$ cat config.mk
export PLATFORM = sky130hd
export DESIGN_NAME = wb_write_arbiter
export DESIGN_NICKNAME = d
export VERILOG_FILES = /design/src/rtl/wb_write_arbiter.sv
export SDC_FILE = /design/constraint.sdc
export NUM_CORES = 1
export LEC_CHECK = 0
export ABC_AREA = 1
export BUFFER_PORTS_ARGS = -buffer_cell sky130_fd_sc_hd__buf_4
export CAP_MARGIN = 0
export CORE_MARGIN = 2
export CORE_UTILIZATION = 45
export DETAILED_ROUTE_END_ITERATION = 16
export PLACE_DENSITY = 0.72
export SLEW_MARGIN = 20
export SYNTH_ARGS = -nofsm -noshare
export SYNTH_HDL_FRONTEND = slang
export SYNTH_HIERARCHICAL = 1
export SYNTH_SLANG_ARGS = --single-unit
export TNS_END_PERCENT = 50
$ cat constraint.sdc
create_clock -name clk -period 3.47 [get_ports clk]
set_input_delay 0.1735 -clock clk [delete_from_list [all_inputs] [get_ports clk]]
set_output_delay 0.1735 -clock clk [all_outputs]
set_load 0.01 [all_outputs]
$ cat src/rtl/wb_write_arbiter.sv
// Writeback arbiter: merges the ALU (A) and load (B) write streams onto the single
// regfile write port. Queued entries retire oldest-first using per-entry age stamps.

module wb_wr_fifo #(
    parameter int DATA_W = 32,
    parameter int ADDR_W = 5,
    parameter int DEPTH  = 2,
    parameter int SEQ_W  = 3
) (
    input  logic              clk,
    input  logic              rst,
    input  logic              flush,
    input  logic              push,
    input  logic [ADDR_W-1:0] push_addr,
    input  logic [DATA_W-1:0] push_data,
    input  logic [SEQ_W-1:0]  push_seq,
    input  logic              pop,
    input  logic [ADDR_W-1:0] q_addr,
    output logic              full,
    output logic              head_valid,
    output logic [ADDR_W-1:0] head_addr,
    output logic [DATA_W-1:0] head_data,
    output logic [SEQ_W-1:0]  head_seq,
    output logic              q_hit
);
    localparam int PTR_W = (DEPTH > 1) ? $clog2(DEPTH) : 1;
    localparam int CNT_W = $clog2(DEPTH + 1);
    localparam logic [CNT_W-1:0] FULL_CNT = CNT_W'(DEPTH);

    logic [ADDR_W-1:0] addr_q [DEPTH];
    logic [ADDR_W-1:0] addr_d [DEPTH];
    logic [DATA_W-1:0] data_q [DEPTH];
    logic [DATA_W-1:0] data_d [DEPTH];
    logic [SEQ_W-1:0]  seq_q  [DEPTH];
    logic [SEQ_W-1:0]  seq_d  [DEPTH];
    logic [DEPTH-1:0]  valid_q, valid_d;
    logic [PTR_W-1:0]  wr_ptr_q, wr_ptr_d;
    logic [PTR_W-1:0]  rd_ptr_q, rd_ptr_d;
    logic [CNT_W-1:0]  count_q, count_d;

    // Per-entry valid bits mirror the occupancy count so the hazard query can scan slots directly.
    always_comb begin
        addr_d   = addr_q;
        data_d   = data_q;
        seq_d    = seq_q;
        valid_d  = valid_q;
        wr_ptr_d = wr_ptr_q;
        rd_ptr_d = rd_ptr_q;
        count_d  = count_q;
        if (flush) begin
            valid_d  = '0;
            wr_ptr_d = '0;
            rd_ptr_d = '0;
            count_d  = '0;
        end else begin
            if (pop) begin
                valid_d[rd_ptr_q] = 1'b0;
                rd_ptr_d          = rd_ptr_q + PTR_W'(1);
            end
            if (push) begin
                addr_d[wr_ptr_q]  = push_addr;
                data_d[wr_ptr_q]  = push_data;
                seq_d[wr_ptr_q]   = push_seq;
                valid_d[wr_ptr_q] = 1'b1;
                wr_ptr_d          = wr_ptr_q + PTR_W'(1);
            end
            count_d = count_q + CNT_W'(push) - CNT_W'(pop);
        end
    end

    always_ff @(posedge clk or negedge rst) begin
        if (!rst) begin
            for (int i = 0; i < DEPTH; i++) begin
                addr_q[i] <= '0;
                data_q[i] <= '0;
                seq_q[i]  <= '0;
            end
            valid_q  <= '0;
            wr_ptr_q <= '0;
            rd_ptr_q <= '0;
            count_q  <= '0;
        end else begin
            addr_q   <= addr_d;
            data_q   <= data_d;
            seq_q    <= seq_d;
            valid_q  <= valid_d;
            wr_ptr_q <= wr_ptr_d;
            rd_ptr_q <= rd_ptr_d;
            count_q  <= count_d;
        end
    end

    always_comb begin
        q_hit = 1'b0;
        for (int i = 0; i < DEPTH; i++) begin
            if (valid_q[i] && (addr_q[i] == q_addr)) begin
                q_hit = 1'b1;
            end
        end
    end

    assign full       = (count_q == FULL_CNT);
    assign head_valid = (count_q != '0);
    assign head_addr  = addr_q[rd_ptr_q];
    assign head_data  = data_q[rd_ptr_q];
    assign head_seq   = seq_q[rd_ptr_q];

endmodule

module wb_write_arbiter #(
    parameter int DATA_W = 32,
    parameter int ADDR_W = 5,
    parameter int DEPTH  = 2,
    parameter int SEQ_W  = 3
) (
    input  logic              clk,
    input  logic              rst,
    input  logic              a_valid,
    output logic              a_ready,
    input  logic [ADDR_W-1:0] a_addr,
    input  logic [DATA_W-1:0] a_data,
    input  logic              b_valid,
    output logic              b_ready,
    input  logic [ADDR_W-1:0] b_addr,
    input  logic [DATA_W-1:0] b_data,
    input  logic              flush,
    output logic              w_req,
    output logic [ADDR_W-1:0] w_addr,
    output logic [DATA_W-1:0] w_data,
    input  logic [ADDR_W-1:0] q_addr,
    output logic              q_pending
);
    logic              a_full, b_full;
    logic              a_push, b_push;
    logic              a_head_valid, b_head_valid;
    logic [ADDR_W-1:0] a_head_addr, b_head_addr;
    logic [DATA_W-1:0] a_head_data, b_head_data;
    logic [SEQ_W-1:0]  a_head_seq, b_head_seq;
    logic              a_hit, b_hit;
    logic              grant_a, grant_b;
    logic [SEQ_W-1:0]  age_diff;
    logic [SEQ_W-1:0]  a_stamp, b_stamp;

    logic [SEQ_W-1:0]  seq_q, seq_d;
    logic              w_req_q, w_req_d;
    logic [ADDR_W-1:0] w_addr_q, w_addr_d;
    logic [DATA_W-1:0] w_data_q, w_data_d;

    // Writes to x0 complete the handshake but are dropped before they reach a FIFO.
    assign a_ready = rst & ~flush & ~a_full;
    assign b_ready = rst & ~flush & ~b_full;
    assign a_push  = a_valid & a_ready & (a_addr != '0);
    assign b_push  = b_valid & b_ready & (b_addr != '0);

    // A same-edge A store is older than B, so B takes the next stamp.
    assign a_stamp = seq_q;
    assign b_stamp = seq_q + SEQ_W'(a_push);

    wb_wr_fifo #(.DATA_W(DATA_W), .ADDR_W(ADDR_W), .DEPTH(DEPTH), .SEQ_W(SEQ_W)) u_fifo_a (
        .clk        (clk),
        .rst        (rst),
        .flush      (flush),
        .push       (a_push),
        .push_addr  (a_addr),
        .push_data  (a_data),
        .push_seq   (a_stamp),
        .pop        (grant_a),
        .q_addr     (q_addr),
        .full       (a_full),
        .head_valid (a_head_valid),
        .head_addr  (a_head_addr),
        .head_data  (a_head_data),
        .head_seq   (a_head_seq),
        .q_hit      (a_hit)
    );

    wb_wr_fifo #(.DATA_W(DATA_W), .ADDR_W(ADDR_W), .DEPTH(DEPTH), .SEQ_W(SEQ_W)) u_fifo_b (
        .clk        (clk),
        .rst        (rst),
        .flush      (flush),
        .push       (b_push),
        .push_addr  (b_addr),
        .push_data  (b_data),
        .push_seq   (b_stamp),
        .pop        (grant_b),
        .q_addr     (q_addr),
        .full       (b_full),
        .head_valid (b_head_valid),
        .head_addr  (b_head_addr),
        .head_data  (b_head_data),
        .head_seq   (b_head_seq),
        .q_hit      (b_hit)
    );

    // Stamps are compared modulo 2^SEQ_W: A is older when B is less than half the ring ahead.
    assign age_diff = b_head_seq - a_head_seq;
    assign grant_a  = ~flush & a_head_valid & (~b_head_valid | ~age_diff[SEQ_W-1]);
    assign grant_b  = ~flush & b_head_valid & ~grant_a;

    always_comb begin
        seq_d    = seq_q + SEQ_W'(a_push) + SEQ_W'(b_push);
        w_req_d  = grant_a | grant_b;
        w_addr_d = w_addr_q;
        w_data_d = w_data_q;
        if (grant_a) begin
            w_addr_d = a_head_addr;
            w_data_d = a_head_data;
        end else if (grant_b) begin
            w_addr_d = b_head_addr;
            w_data_d = b_head_data;
        end
    end

    always_ff @(posedge clk or negedge rst) begin
        if (!rst) begin
            seq_q    <= '0;
            w_req_q  <= 1'b0;
            w_addr_q <= '0;
            w_data_q <= '0;
        end else begin
            seq_q    <= seq_d;
            w_req_q  <= w_req_d;
            w_addr_q <= w_addr_d;
            w_data_q <= w_data_d;
        end
    end

    assign w_req     = w_req_q;
    assign w_addr    = w_addr_q;
    assign w_data    = w_data_q;
    assign q_pending = (q_addr != '0) & (a_hit | b_hit);

endmodule

# After elaboration in Yosys (flattened, before gate mapping)
# Index checks and enable logic that the tools add are counted.
# classes
n_addsub,11
n_lt_le_gt_ge,14
n_eq_ne,6
n_mux,70
bitwise_logic,31
n_reduce_logical,22
# op_table
operator,n
two-way mux 32 bit,10
bitwise mux 64 bit,2
demux 32 bit (select 1 bit),2
two-way mux 5 bit,10
two-way mux 3 bit,8
bitwise mux 10 bit,2
== test 5 bit,4
two-way mux 2 bit,10
two-way mux 1 bit,16
nonzero test 5 bit,3
nonzero test 2 bit,7
AND 1 bit,12
bitwise mux 6 bit,2
demux 5 bit (select 1 bit),2
logical AND 1 bit,10
">= comparator 2 bit, second input constant",4
"< comparator 1 x 2 -> 1 bit, second input constant",4
inverter 1 -> 2 bit,4
adder 3 x 1 -> 3 bit,2
demux 3 bit (select 1 bit),2
inverter 1 bit,6
"adder 1 bit, second input constant",4
adder 2 x 1 -> 2 bit,2
AND 2 bit,2
other kinds (10),24
# totals
register_bits,213
in_bits,84
output_inout_bits,41
word_cells,178

# Logic depth before layout (Yosys ltp)
# Gate-level depths: netlist of run 1.
# logic_depth
depth_word,15
mapped_depth,23
mapped_depth_nobuf,18

# Modules after synthesis
# The synthesis of run 1 kept the hierarchy.
# by_module_without_submodules
module,n_inst,cells_each,area_each_um2,seq_area_each_um2
wb_wr_fifo (u_fifo_b),1,506,4125.2,2152.1
wb_wr_fifo (u_fifo_a),1,507,3903.7,2152.1
wb_write_arbiter,1,366,2467.4,1026.0

# Least setup slack after synthesis of run 1
# OpenSTA, ideal clock, no wires.
# synth_path
kind,register -> register
start,reg u_fifo_a.rd_ptr_q
end,reg u_fifo_b.count_q[0]
setup_time_ns,0.113
arrival_ns,2.464
t_required_ns,3.357
setup_slack_ns,0.893
stages_incl_launch_ff,21
n_path_buf,3
synth_period_minus_slack_ns,2.577
path_cell_list,dfrtp_1 inv_2 clkbuf_1 nand2_1 nand2_1 inv_1 ha_1 nand2_1 nand2_1 nand2_1 nand3_2 nand2_1 buf_6 buf_6 inv_2 nor2_1 ha_1 inv_1 ha_1 inv_1 nor2_1
# synth_via
elab_chain_cells,12
# synth_lines
element,line,text
"start, declared",38,"logic [PTR_W-1:0] rd_ptr_q, rd_ptr_d;"
"start signal, assigned",88,rd_ptr_q <= rd_ptr_d;
inverter 1 -> 2 bit (not written as such),106,assign head_seq = seq_q[rd_ptr_q];
two-way mux 3 bit (not written as such) (3 in a row),106,
named net a_head_seq[1],138,"logic [SEQ_W-1:0] a_head_seq, b_head_seq;"
subtractor 3 bit,196,assign age_diff = b_head_seq - a_head_seq;
inverter 1 bit,197,assign grant_a = ~flush & a_head_valid & (~b_head_valid | ~age_diff[SEQ_W-1]);
bitwise OR 1 bit,197,
AND 1 bit,197,
named net grant_a,140,"logic grant_a, grant_b;"
inverter 1 bit,198,assign grant_b = ~flush & b_head_valid & ~grant_a;
AND 1 bit,198,
named net grant_b,140,
subtractor 2 x 1 -> 2 bit,67,count_d = count_q + CNT_W'(push) - CNT_W'(pop);
two-way mux 2 bit,50,if (flush) begin
named net u_fifo_b.count_d[0],39,"logic [CNT_W-1:0] count_q, count_d;"
"end signal, assigned",89,count_q <= count_d;
"end, declared",39,
# The timed path passes the listed nets, and every way through them passes these cells. The select of a mux whose other input is x is not followed.
# A chain may end at the register's enable or synchronous reset.

# Worst setup path in the final report of run 1
# layout_path
start,reg u_fifo_a.rd_ptr_q
end,reg u_fifo_b.count_q[1]
# Same word-level chain as after synthesis.

==> flow_summary.json, run 1 <==
{
  "status": "complete, no violations",
  "drtAntennaViolNets": 0,
  "multi_input_area_mm2": 0.003953,
  "syn_area_mm2": 0.01050,
  "clkSinkCount": 213,
  "synth.distinct_cells": 23,
  "antenna_found_initial": 0,
  "grtUsageTotal_pct": 21.14,
  "antenna_cells": 0,
  "worst_pin_slew_ps": 899.1,
  "clockRootBuffer": "clkbuf_16",
  "routed_via_density": 4.814,
  "synth_warnings": 6,
  "fin_hold_ws_ps": 68.33,
  "pwr_density_cell_mw_per_mm2": 724.0,
  "critPathLaunchType": "flip-flop",
  "finClkSkew_ps": 20.89,
  "setup_viol": 0,
  "core_mm2": 0.02278,
  "path_clk_slew_ps": 60,
  "dpl.hpwl_mm": 17.02,
  "gp_congestion": 0.8166,
  "num_vias": 9045,
  "layout-drive-gt1-share_pct": 14.37,
  "grt_max_degree": 82,
  "cap_violations": 0,
  "period_share_pct": 76.46,
  "h-tree-depth": 1,
  "area_growth_syn_to_layout_pct": 24.13,
  "worst_ep_required_time_ps": 3880,
  "ir_drop_mv": 0.4684,
  "totalWireLength_mm": 25.77,
  "post_cts_buffers": 0,
  "syn_nets": 1472,
  "slew_headroom_pct": 40.06,
  "drv_slew": 0,
  "port_buffers": 124,
  "max_clock_freq_mhz": 376.9,
  "ys_seq_area_share_pct": 50.78,
  "setup-tns-final_ps": 0,
  "num_rows": 55,
  "drt-initial-drc-count": 548,
  "wire_per_inst_um": 13.71,
  "grt_pass1_wl_mm": 41.92,
  "cts_max_path_buffers": 3,
  "path_max_fanout": 46,
  "cts_tree": "done",
  "fillers": 2149,
  "ys_ff_latch": 213,
  "finalHoldViolCount": 0,
  "nets": 1645,
  "finalCriticalPeriod_ps": 2653,
  "cts_inserted_buffers": 23,
  "synthCells": 1379,
  "critPathArrivalTime_ps": 3060,
  "path_class": "flip-flop to flip-flop",
  "final-seq-area_mm2": 0.005330,
  "drt-pass1-iter-count": 5,
  "dieArea_mm2": 0.02456,
  "grt_pass1_vias": 8759,
  "grt_overflow": 0,
  "endpoint_kind": "flip-flop",
  "synth.avg_cell_area_um2": 7.612,
  "rsz0062_at_grt": "no",
  "leakage_nw": 7.181,
  "start_util_pct": 46.08,
  "die_w_um": 156.7,
  "die_h_um": 156.7,
  "drc": 0,
  "insertion_delay_ps": 510,
  "pin_count": 125,
  "min_path_type": "input port to asynchronous set/reset pin"
}
==> cell usage in the layout (no fill, tap or decap), types with 3 or more instances in the layout <==
master and count:
nor3_1 3, dlygate4sd3_1 76, nor2_1 31, o21ai_0 97, a21oi_1 4, o21ai_2 39
nand3_1 79, inv_1 203, o21ai_1 41, buf_4 138, clkbuf_1 5, dfrtp_1 213
nand2_1 574, clkbuf_8 8, inv_2 6, ha_1 9, xor2_1 4, clkbuf_16 23
==> critical path, cell delays in order, from the launching register on <==
cell     delay (ps)
dfrtp_1         350
buf_4           460
nand2_1          90
nand2_1          90
inv_1            50
ha_1            270
nand2_1          90
nand2_1          60
nand2_1          70
nand3_2          60
nand2_1          90
inv_2            50
nor2_1          160
ha_1            260
inv_1            60
ha_1            170
nand2_1          60
nand2_1          60
nor2_1           40
==> power breakdown <==
part / leakage (nW) / internal (mW) / switching [mW]
clock network: 0.366 / 1.44 / 0.959
logic: 4.03 / 1.25 / 2.05
registers: 2.78 / 3.27 / 0.463
total: 7.18 / 5.96 / 3.48
==> synthesized netlist by cell type <==
| library cell | count | area, um2 |
|---|---|---|
| ha_1 | 9 | 112.6 |
| buf_4 | 13 | 97.59 |
| o21ai_1 | 41 | 205.2 |
| nand2_2 | 2 | 12.51 |
| dfrtp_1 | 213 | 5330 |
| o21ai_2 | 39 | 341.6 |
| buf_6 | 11 | 123.9 |
| nor2_1 | 31 | 116.4 |
| nand2_1 | 574 | 2155 |
| nand3_4 | 1 | 17.52 |
| clkbuf_1 | 10 | 37.54 |
| o21ai_0 | 97 | 485.5 |
| xor2_1 | 4 | 35.03 |
| nand3_1 | 79 | 395.4 |
| nor3_1 | 3 | 15.01 |
| o211ai_1 | 2 | 15.01 |
| nor2_2 | 1 | 6.260 |
| clkbuf_2 | 5 | 25.02 |
| a21oi_1 | 4 | 20.02 |
| buf_2 | 29 | 145.1 |
| inv_1 | 203 | 762.0 |
| nand3_2 | 2 | 20.02 |
| inv_2 | 6 | 22.52 |
==> state kept, by name, indices dropped and copies added, names as in the netlist, 3 cells and up <==
| register | count |
|---|---|
| a_stamp | 3 |
| u_fifo_a/addr_q | 10 |
| u_fifo_a/data_q | 64 |
| u_fifo_a/seq_q | 6 |
| u_fifo_b/addr_q | 10 |
| u_fifo_b/data_q | 64 |
| u_fifo_b/seq_q | 6 |
| w_addr | 5 |
| w_data | 32 |
==> final timing paths <==
| kind | start | endpoint | slack [ps] | depth (start not counted) |
|---|---|---|---|---|
| worst max-delay path | u_fifo_a/rd_ptr_q$_DFFE_PN0P_ | u_fifo_b/count_q[1]$_DFF_PN0_ | 820 | 18 |
| worst min-delay path | rst | u_fifo_a/data_q[13]$_DFFE_PN0P_ | 70 | 2 |
| worst max register to register | u_fifo_a/rd_ptr_q$_DFFE_PN0P_ | u_fifo_b/count_q[1]$_DFF_PN0_ | 820 | 18 |
| worst min register to register | u_fifo_b/data_q[2]$_DFFE_PN0P_ | u_fifo_b/data_q[2]$_DFFE_PN0P_ | 480 | 2 |
| max in group asynchronous | rst | u_fifo_b/addr_q[5]$_DFFE_PN0P_ | 2280 | 3 |
| min in group clk | a_valid | u_fifo_a/wr_ptr_q$_DFFE_PN0P_ | 200 | 4 |
==> metal layers <==
layer,up-vias,wire [um],global-route usage [%],part of all wire [%]
met5,-,0,0,0
met4,0,591,5.330,2.3
met3,39,1321,2.659,5.1
met2,235,12830,37.68,50
met1,4239,11030,27.24,43
li1,4532,-,-,-
==> what timing repair did <==
action	4_1_cts	5_1_grt
gates resized for setup	0	0
hold endpoints to repair	162	0
hold buffers	76	0
==> cells by family (layout without fill, tap and decap cells) <==
logic type	count (synthesis)	count (layout)	share of synthesized area [%]
and+or+nand+nor	693	693	26.08
buffers and inverters	277	464	11.56
DFF	213	213	50.78
AOI/OAI and AO/OA	183	183	10.17
adders and majority gates	9	9	1.073
xor gates and xnor gates	4	4	0.3337
==> layout make-up <==
class	instances	share of cell area, %
Clock buffer	35	5.301
Timing Repair Buffer	216	14.05
Sequential cell	213	40.91
Multi-Input combinational cell	889	30.34
Inverter	209	6.021
Tap cell	313	3.006
Clock inverter	4	0.3745
==> stage by stage <==
stage	std cells	worst slack [ps]	power [mW]	area, um2	utilization (%)
finish	1879	817.0	9.432	13030	57.20
global route	1879	643.8	10.14	13030	57.20
CTS	1879	833.5	9.519	13030	57.20
detailed placement	1764	845.8	7.020	11530	50.61
global placement	1764	863.5	6.917	11530	50.61
floorplan	1379	892.9	5.959	10500	-
No activity file was read; power rests on OpenSTA's default activity.
==> run 2, diff against run 1 <==
==> constraint.sdc (replaced) <==
create_clock -name clk -period 2.5 [get_ports clk]
set_input_delay 0.125 -clock clk [delete_from_list [all_inputs] [get_ports clk]]
set_output_delay 0.125 -clock clk [all_outputs]
set_load 0.01 [all_outputs]
==> run 2 against run 1 <==
Net effect:
- non-clock buffer count is 1 higher
- sequential share of layout area is 0.38 points lower
- clock skew is 6.4 ps lower
- worst hold slack better by 110 ps
- critical path depth stayed put
- utilization is 0.53 points higher
- total power is 43% higher
- highest routed layer unchanged
- critical path type unchanged
- critical endpoint unchanged
- clock power is 53% higher
- largest power group unchanged
==> flow_summary.json, run 2 (synthesis gave the netlist of run 1 again) <==
{
  "status": "complete, no violations",
  "nets": 1647,
  "num_rows": 55,
  "slew_headroom_pct": 41.30,
  "antenna_cells": 0,
  "start_util_pct": 46.08,
  "totalWireLength_mm": 25.68,
  "cts_max_path_buffers": 3,
  "grt_pass1_vias": 8587,
  "routed_via_density": 4.754,
  "drv_slew": 0,
  "endpoint_kind": "flip-flop",
  "fillers": 2136,
  "drtAntennaViolNets": 0,
  "worst_ep_required_time_ps": 2910,
  "die_w_um": 156.7,
  "finalHoldViolCount": 0,
  "final_cell_mix": "574 x nand2_1, 213 x dfrtp_1, 203 x inv_1, 138 x buf_4, 97 x o21ai_0",
  "layout-drive-gt1-share_pct": 14.82,
  "drt-initial-drc-count": 648,
  "mostFrequentLayoutCell": "nand2_1",
  "worst_pin_slew_ps": 880.4,
  "pin_count": 125,
  "grt_overflow": 0,
  "finalCriticalPeriod_ps": 2232,
  "max_clock_freq_mhz": 448.1,
  "h-tree-depth": 1,
  "ir_drop_mv": 0.6851,
  "path_max_fanout": 5,
  "antenna_found_initial": 0,
  "path_class": "flip-flop to flip-flop",
  "die_h_um": 156.7,
  "fin_ws_ps": 268.3,
  "cts_inserted_buffers": 24,
  "drt-pass1-iter-count": 5,
  "setup-tns-final_ps": 0,
  "holdPathStages": 6,
  "pre_cts_ws_ps": 295.6,
  "finClkSkew_ps": 14.51,
  "grt_max_degree": 161,
  "grt_pass1_wl_mm": 41.87,
  "cap_violations": 0,
  "pwr_density_cell_mw_per_mm2": 1023,
  "drc": 0,
  "grtUsageTotal_pct": 21.06,
  "wire_per_inst_um": 13.62,
  "num_vias": 8961,
  "critPathArrivalTime_ps": 2640,
  "critPathLaunchType": "flip-flop",
  "clkSinkCount": 213,
  "setup_viol": 0,
  "area_growth_syn_to_layout_pct": 25.28,
  "path_clk_slew_ps": 60,
  "insertion_delay_ps": 510,
  "dieArea_mm2": 0.02456,
  "period_share_pct": 89.27,
  "gp_congestion": 0.8490,
  "clockRootBuffer": "clkbuf_16",
  "leakage_nw": 7.243,
  "port_buffers": 124,
  "reg2reg_depth": 18,
  "post_cts_buffers": 0,
  "dpl.hpwl_mm": 16.70,
  "rsz0062_at_grt": "no",
  "cts_tree": "done",
  "min_path_type": "input port to flip-flop",
  "core_mm2": 0.02278
}
-- run 2: worst paths after layout --
check	start	slack, ps	endpoint
worst min-delay path	a_valid	180	u_fifo_a/wr_ptr_q$_DFFE_PN0P_
worst max-delay path	u_fifo_a/rd_ptr_q$_DFFE_PN0P_	270	u_fifo_b/count_q[1]$_DFF_PN0_
min in group asynchronous	rst	420	u_fifo_a/addr_q[4]$_DFFE_PN0P_
max in group asynchronous	rst	780	u_fifo_a/data_q[38]$_DFFE_PN0P_
worst min register to register	w_data[7]$_DFFE_PN0P_	480	w_data[7]$_DFFE_PN0P_
worst max register to register	u_fifo_a/rd_ptr_q$_DFFE_PN0P_	270	u_fifo_b/count_q[1]$_DFF_PN0_
-- run 2: per-layer routing --
layer  routed length [um]  vias to the layer above  global-route usage [%]
li1                     -                     4537                       -
met1                11330                     4207                   27.74
met2                12860                      190                   37.05
met3                 1044                       27                   2.825
met4                  445                        0                   4.587
met5                    0                        -                       0
-- run 2: cell type report --
cell class | count | area [um2] | area share, %
sequential | 213 | 5330 | 40.53
timing repair buffer | 217 | 1851 | 14.07
multi-input combinational | 889 | 3955 | 30.08
clock buffer | 34 | 709.4 | 5.395
tap | 313 | 391.6 | 2.978
clock inverter | 10 | 128.9 | 0.9800
inverter | 209 | 784.5 | 5.966
-- run 2: worst max-delay path, cell delays in order (launching register included) --
cell	delay [ps]
dfrtp_1	420
inv_2	100
nand2_1	50
nand2_1	50
inv_1	50
ha_1	280
nand2_1	100
nand2_1	70
nand2_1	90
nand3_2	70
nand2_1	110
inv_2	60
nor2_2	110
ha_1	240
inv_1	50
ha_1	150
nand2_1	50
nand2_1	60
nor2_1	40
-- run 2: what timing repair did --
| action | in CTS | in global routing |
|---|---|---|
| hold buffers | 76 | 0 |
| endpoints found under the setup margin | 0 | 2 |
| endpoints found under the hold margin | 206 | 0 |
| resized for setup | 0 | 1 |
-- run 2: through the flow --
stage	utilization, %	power (mW)	std cells	cell area (um2)	hold slack, ps
after detailed placement	50.70	9.747	1765	11550	378.6
after global routing	57.73	14.48	1885	13150	193.1
after CTS	57.72	13.59	1885	13150	157.2
after global placement	50.70	9.606	1765	11550	378.4
final	57.73	13.45	1885	13150	180.4
after floorplan	-	8.272	1379	10500	-170.6
-- run 2: power breakdown --
part | switching (mW) | internal [mW] | total, mW
clock network | 1.39 | 2.28 | 3.67
logic | 2.87 | 1.74 | 4.61
registers | 0.632 | 4.53 | 5.17
==> run 3, diff against run 2 <==
==> constraint.sdc (replaced) <==
create_clock -name clk -period 2.5 [get_ports clk]
set_input_delay 0.25 -clock clk [delete_from_list [all_inputs] [get_ports clk]]
set_output_delay 0.25 -clock clk [all_outputs]
set_load 0.01 [all_outputs]
==> run 3 against run 2 <==
Net effect:
- die area unchanged
- sequential power about the same
- utilization shrank 2.8 points
- critical path depth down 1
- routed wire length down 1.4%
- cell count shrank 3.5%
- total power down 0.15%
- first-iteration DRC count down 0.31%
- flip-flop and latch count is the same
- combinational power fell by 2%
- non-clock buffer count decreased by 66
- clock skew is 6.9 ps lower
- largest cell class unchanged
- highest routed layer unchanged
==> flow_summary.json, run 3 (synthesis gave the netlist of run 1 again) <==
{
  "gp_congestion": 0.8345,
  "cp_common_cell": "nand2_1",
  "min_path_type": "input port to flip-flop",
  "crit_start": "u_fifo_a/rd_ptr_q$_DFFE_PN0P_",
  "cts_inserted_buffers": 24,
  "worst_pin_slew_ps": 972.1,
  "grt_max_degree": 161,
  "wire_per_inst_um": 13.93,
  "gr-usage-met1_pct": 27.60,
  "met3_usage_pct": 2.686,
  "cts_max_path_buffers": 3,
  "critPathArrivalTime_ps": 2610,
  "num_rows": 55,
  "leakage_nw": 6.972,
  "h-tree-depth": 1,
  "whs_endpoint": "u_fifo_b/data_q[1]$_DFFE_PN0P_",
  "busiest_layer": "met2",
  "layout-drive-gt1-share_pct": 15.74,
  "antenna_cells": 0,
  "clkSinkCount": 213,
  "pwr_density_cell_mw_per_mm2": 1074,
  "routed_via_density": 4.857,
  "status": "complete, no violations",
  "hold_start": "b_data[1]",
  "path_class": "flip-flop to flip-flop",
  "core_mm2": 0.02278,
  "grt_overflow": 0,
  "critPathLaunchType": "flip-flop",
  "final_cell_mix": "574 x nand2_1, 213 x dfrtp_1, 203 x inv_1, 138 x buf_4, 97 x o21ai_0",
  "rsz0062_at_grt": "no",
  "drt-pass1-iter-count": 5,
  "die_w_um": 156.7,
  "slew_headroom_pct": 35.19,
  "dpl.hpwl_mm": 16.69,
  "num_vias": 8835,
  "area_growth_syn_to_layout_pct": 19.11,
  "drt-initial-drc-count": 646,
  "pre_cts_ws_ps": 269.3,
  "finalHoldViolCount": 0,
  "path_clk_slew_ps": 60,
  "drv_slew": 0,
  "post_cts_buffers": 0,
  "cts_tree": "done",
  "port_buffers": 124,
  "grtUsageTotal_pct": 20.70,
  "crit_slowest_cell": "dfrtp_1",
  "setup-tns-final_ps": 0,
  "setup_viol": 0,
  "insertion_delay_ps": 510,
  "crit_chain": "inv_2, nand2_1, nand2_1, inv_1, ha_1, nand2_1, nand2_1, nand2_1, nand3_2, nand2_1, inv_2, nor2_2, ha_1, inv_1, ha_1, inv_1, nor2_1",
  "holdPathStages": 3,
  "antenna_found_initial": 0,
  "clockRootBuffer": "clkbuf_16",
  "dieArea_mm2": 0.02456,
  "grt_pass1_vias": 8364,
  "fillers": 2150,
  "path_max_fanout": 5,
  "reg2reg_depth": 17,
  "finalCriticalPeriod_ps": 2208,
  "finClkSkew_ps": 7.616,
  "period_share_pct": 88.33,
  "fin_ws_ps": 291.8,
  "pin_count": 125,
  "max_clock_freq_mhz": 452.9,
  "drtAntennaViolNets": 0,
  "endpoint_kind": "flip-flop",
  "use_met2_pct": 35.92,
  "cap_violations": 0,
  "start_util_pct": 46.08,
  "grt_pass1_wl_mm": 40.97,
  "ir_drop_mv": 0.6560,
  "die_h_um": 156.7,
  "cpPeakStageDelay_ps": 440,
  "rrSetupSlack_ps": 290,
  "worst_ep_required_time_ps": 2900,
  "r2r_end": "u_fifo_b/count_q[0]$_DFF_PN0_",
  "nets": 1581,
  "rr_startpoint": "u_fifo_a/rd_ptr_q$_DFFE_PN0P_",
  "drc": 0,
  "mostFrequentLayoutCell": "nand2_1",
  "totalWireLength_mm": 25.33
}
run 3: worst max path at each step:
stage / depth (start not counted) / endpoint
2_1_floorplan: 20 / u_fifo_b/count_q[0]$_DFF_PN0_
4_1_cts: 17 / u_fifo_b/count_q[0]$_DFF_PN0_
3_5_place_dp: 17 / u_fifo_b/count_q[0]$_DFF_PN0_
6_report: 17 / u_fifo_b/count_q[0]$_DFF_PN0_
5_1_grt: 18 / u_fifo_b/count_q[1]$_DFF_PN0_
3_3_place_gp: 17 / u_fifo_b/count_q[0]$_DFF_PN0_
run 3: where the power goes:
group          internal (mW)  leakage, nW  switching [mW]
sequential              4.53         2.78           0.643
combinational           1.67         3.77            2.84
clock                   2.30        0.423            1.44
total                   8.50         6.97            4.92
run 3: worst max-delay path, delay by kind of cell, from the launching register on:
kind,cells,cell delay [ps]
and+or+nand+nor,9,630
buffers and inverters,5,300
DFF,1,440
adders and majority gates,3,730
run 3: layer usage:
metal  up-vias  share of wire [%]
li1       4410                  -
met1      4157                 43
met2       230                 50
met3        38                4.8
met4         0                2.1
met5         -                  0
run 3: area by class of cell:
| type | count | area [um2] | share of cell area, % |
|---|---|---|---|
| sequential | 213 | 5330 | 42.63 |
| inverter | 209 | 784.5 | 6.275 |
| clock inverter | 17 | 197.7 | 1.581 |
| tap | 313 | 391.6 | 3.133 |
| multi-input combinational | 889 | 3955 | 31.64 |
| clock buffer | 27 | 653.1 | 5.224 |
| timing repair buffer | 151 | 1190 | 9.518 |
run 3: timing repair:
| action | 4_1_cts | 5_1_grt |
|---|---|---|
| hold endpoints to repair | 63 | 0 |
| gates resized for setup | 0 | 1 |
| hold buffers | 10 | 0 |
| setup endpoints to repair | 0 | 1 |
run 3: per-stage QoR:
step                      power [mW]  hold WS (ps)  instance area (um2)  instances  util (%)
final                          13.43         11.79                12500       1819     54.89
after global routing           14.44         4.422                12500       1819     54.89
after CTS                      13.57        0.1114                12500       1819     54.87
after detailed placement       9.750         467.1                11550       1765     50.70
after global placement         9.607         463.3                11550       1765     50.70
after floorplan                8.272        -45.59                10500       1379         -
